--- src/rtl/dmem_port.sv ---
// dmem_port: load/store responder between the execute stage and a
// word-addressed, byte-enabled data memory. One request in flight at a time.
// Optional build macro: DMEM_MISALIGN_CHECK_EN rejects misaligned half/word
// requests with an error instead of issuing them to memory.
module dmem_port #(
    parameter int unsigned TIMEOUT = 15
) (
    input  logic        clk_i,
    input  logic        rst_ni,
    input  logic        req_i,
    input  logic        we_i,
    input  logic [31:0] addr_i,
    input  logic [3:0]  mask_i,
    input  logic        sext_i,
    input  logic [31:0] wdata_i,
    output logic        ready_o,
    output logic        done_o,
    output logic        err_o,
    output logic [31:0] rdata_o,
    output logic        mem_cs_o,
    output logic        mem_we_o,
    output logic [29:0] mem_addr_o,
    output logic [3:0]  mem_be_o,
    output logic [31:0] mem_wdata_o,
    input  logic        mem_ack_i,
    input  logic [31:0] mem_rdata_i
);

    typedef enum logic [1:0] {S_IDLE, S_ACCESS, S_RESP} state_e;
    typedef enum logic [1:0] {SZ_BYTE, SZ_HALF, SZ_WORD} size_e;

    // Counter only needs to reach TIMEOUT-1; the cycle that hits it is the last ACCESS cycle.
    localparam int CNT_W = (TIMEOUT > 1) ? $clog2(TIMEOUT) : 1;
    localparam bit TO_EN = (TIMEOUT != 0);
    localparam logic [CNT_W-1:0] CNT_LAST = CNT_W'((TIMEOUT == 0) ? 0 : TIMEOUT - 1);

    // Any mask other than byte/half encodings is handled as a full word.
    function automatic size_e decode_size(input logic [3:0] mask);
        case (mask)
            4'b0001: return SZ_BYTE;
            4'b0011: return SZ_HALF;
            default: return SZ_WORD;
        endcase
    endfunction

    // Lane mask shifted to the byte offset; lanes past byte 3 fall off the top.
    function automatic logic [3:0] lane_be(input size_e sz, input logic [1:0] off);
        logic [6:0] wide;
        case (sz)
            SZ_BYTE: wide = 7'b000_0001;
            SZ_HALF: wide = 7'b000_0011;
            default: wide = 7'b000_1111;
        endcase
        wide = wide << off;
        return wide[3:0];
    endfunction

    // Right-align the addressed lanes, then zero- or sign-extend to 32 bits.
    function automatic logic [31:0] load_align(input logic [31:0] rd, input logic [1:0] off,
                                               input size_e sz, input logic sext);
        logic [31:0] sh;
        sh = rd >> {off, 3'b000};
        case (sz)
            SZ_BYTE: return {{24{sext & sh[7]}}, sh[7:0]};
            SZ_HALF: return {{16{sext & sh[15]}}, sh[15:0]};
            default: return sh;
        endcase
    endfunction

    state_e           state_q, state_d;
    size_e            size_q, size_d;
    logic             we_q, we_d;
    logic             sext_q, sext_d;
    logic [1:0]       off_q, off_d;
    logic [29:0]      waddr_q, waddr_d;
    logic [3:0]       be_q, be_d;
    logic [31:0]      wdata_q, wdata_d;
    logic [31:0]      rdata_q, rdata_d;
    logic             err_q, err_d;
    logic [CNT_W-1:0] cnt_q, cnt_d;

    size_e            req_size;
    logic             misalign;

    assign req_size = decode_size(mask_i);

`ifdef DMEM_MISALIGN_CHECK_EN
    // Half needs an even address, word needs a word-aligned address.
    always_comb begin
        misalign = 1'b0;
        case (req_size)
            SZ_HALF: misalign = addr_i[0];
            SZ_WORD: misalign = (addr_i[1:0] != 2'b00);
            default: misalign = 1'b0;
        endcase
    end
`else
    assign misalign = 1'b0;
`endif

    // State register and request/response holding registers.
    always_ff @(posedge clk_i or negedge rst_ni) begin
        if (!rst_ni) begin
            state_q <= S_IDLE;
            size_q  <= SZ_BYTE;
            we_q    <= 1'b0;
            sext_q  <= 1'b0;
            off_q   <= 2'b00;
            waddr_q <= '0;
            be_q    <= '0;
            wdata_q <= '0;
            rdata_q <= '0;
            err_q   <= 1'b0;
            cnt_q   <= '0;
        end else begin
            state_q <= state_d;
            size_q  <= size_d;
            we_q    <= we_d;
            sext_q  <= sext_d;
            off_q   <= off_d;
            waddr_q <= waddr_d;
            be_q    <= be_d;
            wdata_q <= wdata_d;
            rdata_q <= rdata_d;
            err_q   <= err_d;
            cnt_q   <= cnt_d;
        end
    end

    // Next-state: accept in IDLE, wait for ack or timeout in ACCESS, pulse in RESP.
    always_comb begin
        state_d = state_q;
        size_d  = size_q;
        we_d    = we_q;
        sext_d  = sext_q;
        off_d   = off_q;
        waddr_d = waddr_q;
        be_d    = be_q;
        wdata_d = wdata_q;
        rdata_d = rdata_q;
        err_d   = err_q;
        cnt_d   = cnt_q;
        case (state_q)
            S_IDLE: begin
                if (req_i) begin
                    we_d    = we_i;
                    size_d  = req_size;
                    sext_d  = sext_i;
                    off_d   = addr_i[1:0];
                    waddr_d = addr_i[31:2];
                    be_d    = lane_be(req_size, addr_i[1:0]);
                    wdata_d = wdata_i << {addr_i[1:0], 3'b000};
                    cnt_d   = '0;
                    err_d   = misalign;
                    state_d = misalign ? S_RESP : S_ACCESS;
                end
            end
            S_ACCESS: begin
                if (mem_ack_i) begin
                    if (!we_q) begin
                        rdata_d = load_align(mem_rdata_i, off_q, size_q, sext_q);
                    end
                    err_d   = 1'b0;
                    cnt_d   = '0;
                    state_d = S_RESP;
                end else if (TO_EN && (cnt_q == CNT_LAST)) begin
                    err_d   = 1'b1;
                    cnt_d   = '0;
                    state_d = S_RESP;
                end else if (TO_EN) begin
                    cnt_d = cnt_q + CNT_W'(1);
                end
            end
            S_RESP: begin
                state_d = S_IDLE;
            end
            default: begin
                state_d = S_IDLE;
            end
        endcase
    end

    // Outputs decode straight from state so an async reset drops the strobe at once.
    assign ready_o     = (state_q == S_IDLE);
    assign done_o      = (state_q == S_RESP);
    assign err_o       = done_o & err_q;
    assign mem_cs_o    = (state_q == S_ACCESS);
    assign mem_we_o    = mem_cs_o & we_q;
    assign mem_addr_o  = waddr_q;
    assign mem_be_o    = be_q;
    assign mem_wdata_o = wdata_q;
    assign rdata_o     = rdata_q;

endmodule

--- config.mk ---
export PLATFORM = sky130hd
export DESIGN_NAME = dmem_port
export DESIGN_NICKNAME = d
export VERILOG_FILES = /design/src/rtl/dmem_port.sv
export SDC_FILE = /design/constraint.sdc
export NUM_CORES = 1
export LEC_CHECK = 0
export CELL_PAD_IN_SITES_DETAIL_PLACEMENT = 1
export CELL_PAD_IN_SITES_GLOBAL_PLACEMENT = 1
export CORE_MARGIN = 2
export CORE_UTILIZATION = 48
export CTS_CLUSTER_DIAMETER = 60
export CTS_CLUSTER_SIZE = 24
export DETAILED_ROUTE_END_ITERATION = 8
export DONT_BUFFER_PORTS = 1
export HOLD_SLACK_MARGIN = 0.06
export PLACE_DENSITY = 0.81
export SETUP_SLACK_MARGIN = 0.2
export SLEW_MARGIN = 20
export SYNTH_ARGS = -nofsm -noshare
export SYNTH_HDL_FRONTEND = slang
export SYNTH_SLANG_ARGS = --single-unit
--- constraint.sdc ---
create_clock -name clk_i -period 1.8 [get_ports clk_i]
set_input_delay 0.27 -clock clk_i [delete_from_list [all_inputs] [get_ports clk_i]]
set_output_delay 0.27 -clock clk_i [all_outputs]
set_load 0.05 [all_outputs]
==> insert_results.sql <==
INSERT INTO impl_metrics (metric_group, metric, value, unit) VALUES
('critical_path', 'worstSetupStartpointType', 'register', ''),
('floorplanning', 'placement_rows', '38', ''),
('sta', 'max_freq', '581', 'MHz'),
('floorplanning', 'dieArea', '11800', 'sq um'),
('sta', 'tns', '0', 'ns'),
('sta', 'maxSlewHeadroom', '0.619', ''),
('synthesis', 'netlist-cell-type-count', '39', ''),
('sta', 'final.min_clock_period', '1.72', 'ns'),
('placement', 'dp.cells', '591', ''),
('synthesis', 'post-synth-top-area-cell', 'sky130_fd_sc_hd__dfrtp_1', ''),
('sta', 'hold_ws', '-0.425', 'ns'),
('sta', 'final.setup_skew', '0.0119', 'ns'),
('route', 'detail_route.iter0.violations', '181', ''),
('critical_path', 'reg_to_reg_slack_setup', '0.15', 'ns'),
('placement', 'hpwlAfterDp', '10300', 'um'),
('route', 'detail_route.wirelength.met1', '6200', 'um'),
('clock_tree', 'worst_setup_hold_path_clk_slew', '0.11', 'ns'),
('final_layout', 'nFillCells', '1098', ''),
('clock_tree', 'clock_tree.buffer_depth', '2', ''),
('outcome', 'status', 'finished with violations', ''),
('final_layout', 'drive_above_1_share', '0.249', ''),
('final_layout', 'flow.area_growth_from_synthesis', '27.1', '%'),
('route', 'first_pass_iters', '4', ''),
('synthesis', 'synthesis.nets', '574', ''),
('route', 'route.final.wire_length', '17100', 'um'),
('clock_tree', 'tritoncts_sink_count', '111', ''),
('global_routing', 'grt_first_pass_wirelength', '23600', 'um'),
('route', 'detailroute.wirelength.met2', '9040', 'um'),
('pwr', 'vdd_drop_max', '1.10', 'mV'),
('critical_path', 'worstSetupStartpoint', 'state_q[1]', ''),
('sta', 'rsz0062_at_grt', 'true', ''),
('pwr', 'pwr_density_cell', '2160', 'nW/um^2'),
('global_routing', 'maximum_number_of_pins_on_one_net_before_global_route_repair', '112', ''),
('placement', 'routabilityCongestion', '0.786', ''),
('pwr', 'power_leakage', '2.88', 'nW'),
('hold_path', 'worstHoldPathType', 'in2async', ''),
('floorplanning', 'width_of_the_chip', '109', 'um'),
('clock_tree', 'clk_latency', '0.38', 'ns'),
('sta', 'slew_violations', '0', ''),
('clock_tree', 'cts-hold-fix-buffers', '43', ''),
('global_routing', 'first_global_vias', '4306', ''),
('synthesis', 'syn-instance-count', '466', ''),
('outcome', 'failed_checks', 'hold timing', ''),
('final_layout', 'sequential_cell_area', '2780', 'sq um'),
('flow_run', 'maxCapViolCount', '0', ''),
('route', 'wl_per_cell', '25.1', 'um'),
('route', 'via_per_inst', '6.00', ''),
('critical_path', 'endpoint_kind', 'output port', ''),
('synthesis', 'sequential_fraction_of_the_synthesis_area', '0.528', ''),
('final_layout', 'final_cells', '679', ''),
('route', 'top_layer_used', 'met4', ''),
('critical_path', 'worstReg2RegEnd', 'rdata_o[25]', ''),
('floorplanning', 'io_pins', '209', ''),
('clock_tree', 'tritoncts_clock_tree', 'built', ''),
('floorplanning', 'start_util', '0.490', ''),
('clock_tree', 'clock_tree.htree_level_count', '3', ''),
('critical_path', 'crit_type', 'reg2out', ''),
('sta', 'fin_crit_sh', '0.957', ''),
('route', 'detailroute.wirelength.met3', '1350', 'um'),
('critical_path', 'reg2regPathDepth', '6', ''),
('route', 'drtAntennaViolNets', '0', ''),
('critical_path', 'critPathArrivalTime', '1.45', 'ns'),
('final_layout', 'multiInputGateArea', '2500', 'sq um'),
('sta', 'tightest_slew', '0.570', 'ns'),
('synthesis', 'mapped_avg_cell_area', '11.3', 'sq um'),
('route', 'detailroute.via_count', '4074', ''),
('global_routing', 'globalRoute.totalOverflow', '0', ''),
('critical_path', 'critical_path_required', '1.53', 'ns'),
('sta', 'timing.final.hold_violations', '111', ''),
('floorplanning', 'die_height', '109', 'um'),
('synthesis', 'ys_seq_elements', '111', '');
layer usage:
metal | global-route usage | vias up
met5 | 0 | -
met4 | 0.110 | 0
met3 | 0.0819 | 36
met2 | 0.474 | 165
met1 | 0.286 | 2066
li1 | - | 1807
metrics by stage:
step | instance area, sq um | power [W] | setup WS [ns] | util | hold slack [ns]
floorplan | 5320 | 0.0109 | 0.0435 | - | -0.0256
global placement | 5530 | 0.0116 | 0.215 | 0.515 | -0.0228
detailed placement | 5530 | 0.0119 | 0.148 | 0.515 | -0.0233
CTS | 6250 | 0.0136 | 0.104 | 0.582 | -0.439
global route | 6690 | 0.0151 | 0.0355 | 0.622 | -0.451
finish | 6690 | 0.0145 | 0.0780 | 0.623 | -0.425
critical path, cell delays in order, from the launching register on:
cell and delay [ns]:
sky130_fd_sc_hd__dfrtp_2 0.46, sky130_fd_sc_hd__nor2b_4 0.16, sky130_fd_sc_hd__buf_8 0.17, sky130_fd_sc_hd__and2_4 0.16, sky130_fd_sc_hd__buf_8 0.13
worst max-delay path by stage:
stage	end
final	mem_we_o
after global routing	mem_we_o
after CTS	mem_we_o
after detailed placement	rdata_o[19]
after global placement	rdata_o[17]
after floorplan	err_o
power breakdown:
group | switching [W] | internal, W
Clock | 0.000896 | 0.000504
Combinational | 0.00213 | 0.00254
Sequential | 0.00482 | 0.00359
Total | 0.00785 | 0.00663
synthesized netlist by cell type (all sizes together):
master and number:
nor3 2, nand2b 1, ha 2, and4b 1, a211oi 18, o311ai 1
nor3b 1, o22a 17, buf 21, and3b 1, nor2 23, mux4 1
and2 11, mux2 52, a21oi 34, and2b 1, clkbuf 10, a21o 2
o21ai 28, nand3 3, o31ai 9, a22o 8, o211ai 1, nand2 47
dfrtp 111, nor2b 19, or3b 1, inv 3, o21bai 2, mux2i 32
o21a 2, nand3b 1
registers in the layout (all words and copies together), names as in the netlist, 2 cells and up:
register and count:
mem_wdata_o 32, size_q 2, off_q 2, rdata_o 32, cnt_q 4, mem_be_o 4
mem_addr_o 30, state_q 2
placed cells by master, fill, tap and decap left out, types with 3 or more instances in the layout:
| master | instances |
|---|---|
| sky130_fd_sc_hd__dfrtp_1 | 108 |
| sky130_fd_sc_hd__nand2_1 | 45 |
| sky130_fd_sc_hd__mux2_2 | 43 |
| sky130_fd_sc_hd__dlygate4sd3_1 | 43 |
| sky130_fd_sc_hd__a21oi_1 | 33 |
| sky130_fd_sc_hd__mux2i_1 | 32 |
| sky130_fd_sc_hd__o21ai_0 | 24 |
| sky130_fd_sc_hd__nor2_1 | 21 |
| sky130_fd_sc_hd__o22a_1 | 17 |
| sky130_fd_sc_hd__a211oi_1 | 17 |
| sky130_fd_sc_hd__nor2b_1 | 16 |
| sky130_fd_sc_hd__buf_4 | 14 |
| sky130_fd_sc_hd__and2_1 | 9 |
| sky130_fd_sc_hd__mux2_4 | 9 |
| sky130_fd_sc_hd__clkbuf_8 | 9 |
| sky130_fd_sc_hd__clkbuf_16 | 9 |
| sky130_fd_sc_hd__a22o_1 | 8 |
| sky130_fd_sc_hd__buf_6 | 8 |
| sky130_fd_sc_hd__o31ai_1 | 6 |
| sky130_fd_sc_hd__buf_12 | 6 |
| sky130_fd_sc_hd__clkinvlp_4 | 4 |
| sky130_fd_sc_hd__inv_1 | 3 |
| sky130_fd_sc_hd__nand2_8 | 3 |
| sky130_fd_sc_hd__o21ai_1 | 3 |
| sky130_fd_sc_hd__o31ai_2 | 3 |
| sky130_fd_sc_hd__nand3_1 | 3 |
| sky130_fd_sc_hd__dfrtp_2 | 3 |
timing repair:
action | CTS | global route
endpoints found under the setup margin | 19 | 103
hold endpoints to repair | 163 | 111
pin swaps | 8 | 12
buffers inserted | 6 | 8
gates cloned | 1 | 13
gates resized for setup | 15 | 21
cell type report:
class | count | share of cell area
flip-flops and latches | 111 | 0.416
clock buffers | 11 | 0.0196
well taps | 140 | 0.0262
multi-input cells | 324 | 0.373
clock inverters | 5 | 0.00524
repair buffers | 84 | 0.158
inverters | 3 | 0.00168
diodes | 1 | 0.000374
logic make-up after synthesis:
kind of cell | Yosys count | share of synthesized area
flops | 111 | 0.528
simple gates | 112 | 0.102
fa+ha+maj | 2 | 0.00475
compound gates | 122 | 0.156
mux | 85 | 0.177
buf+inv | 34 | 0.0323
Power figures use the tool's default switching activity.
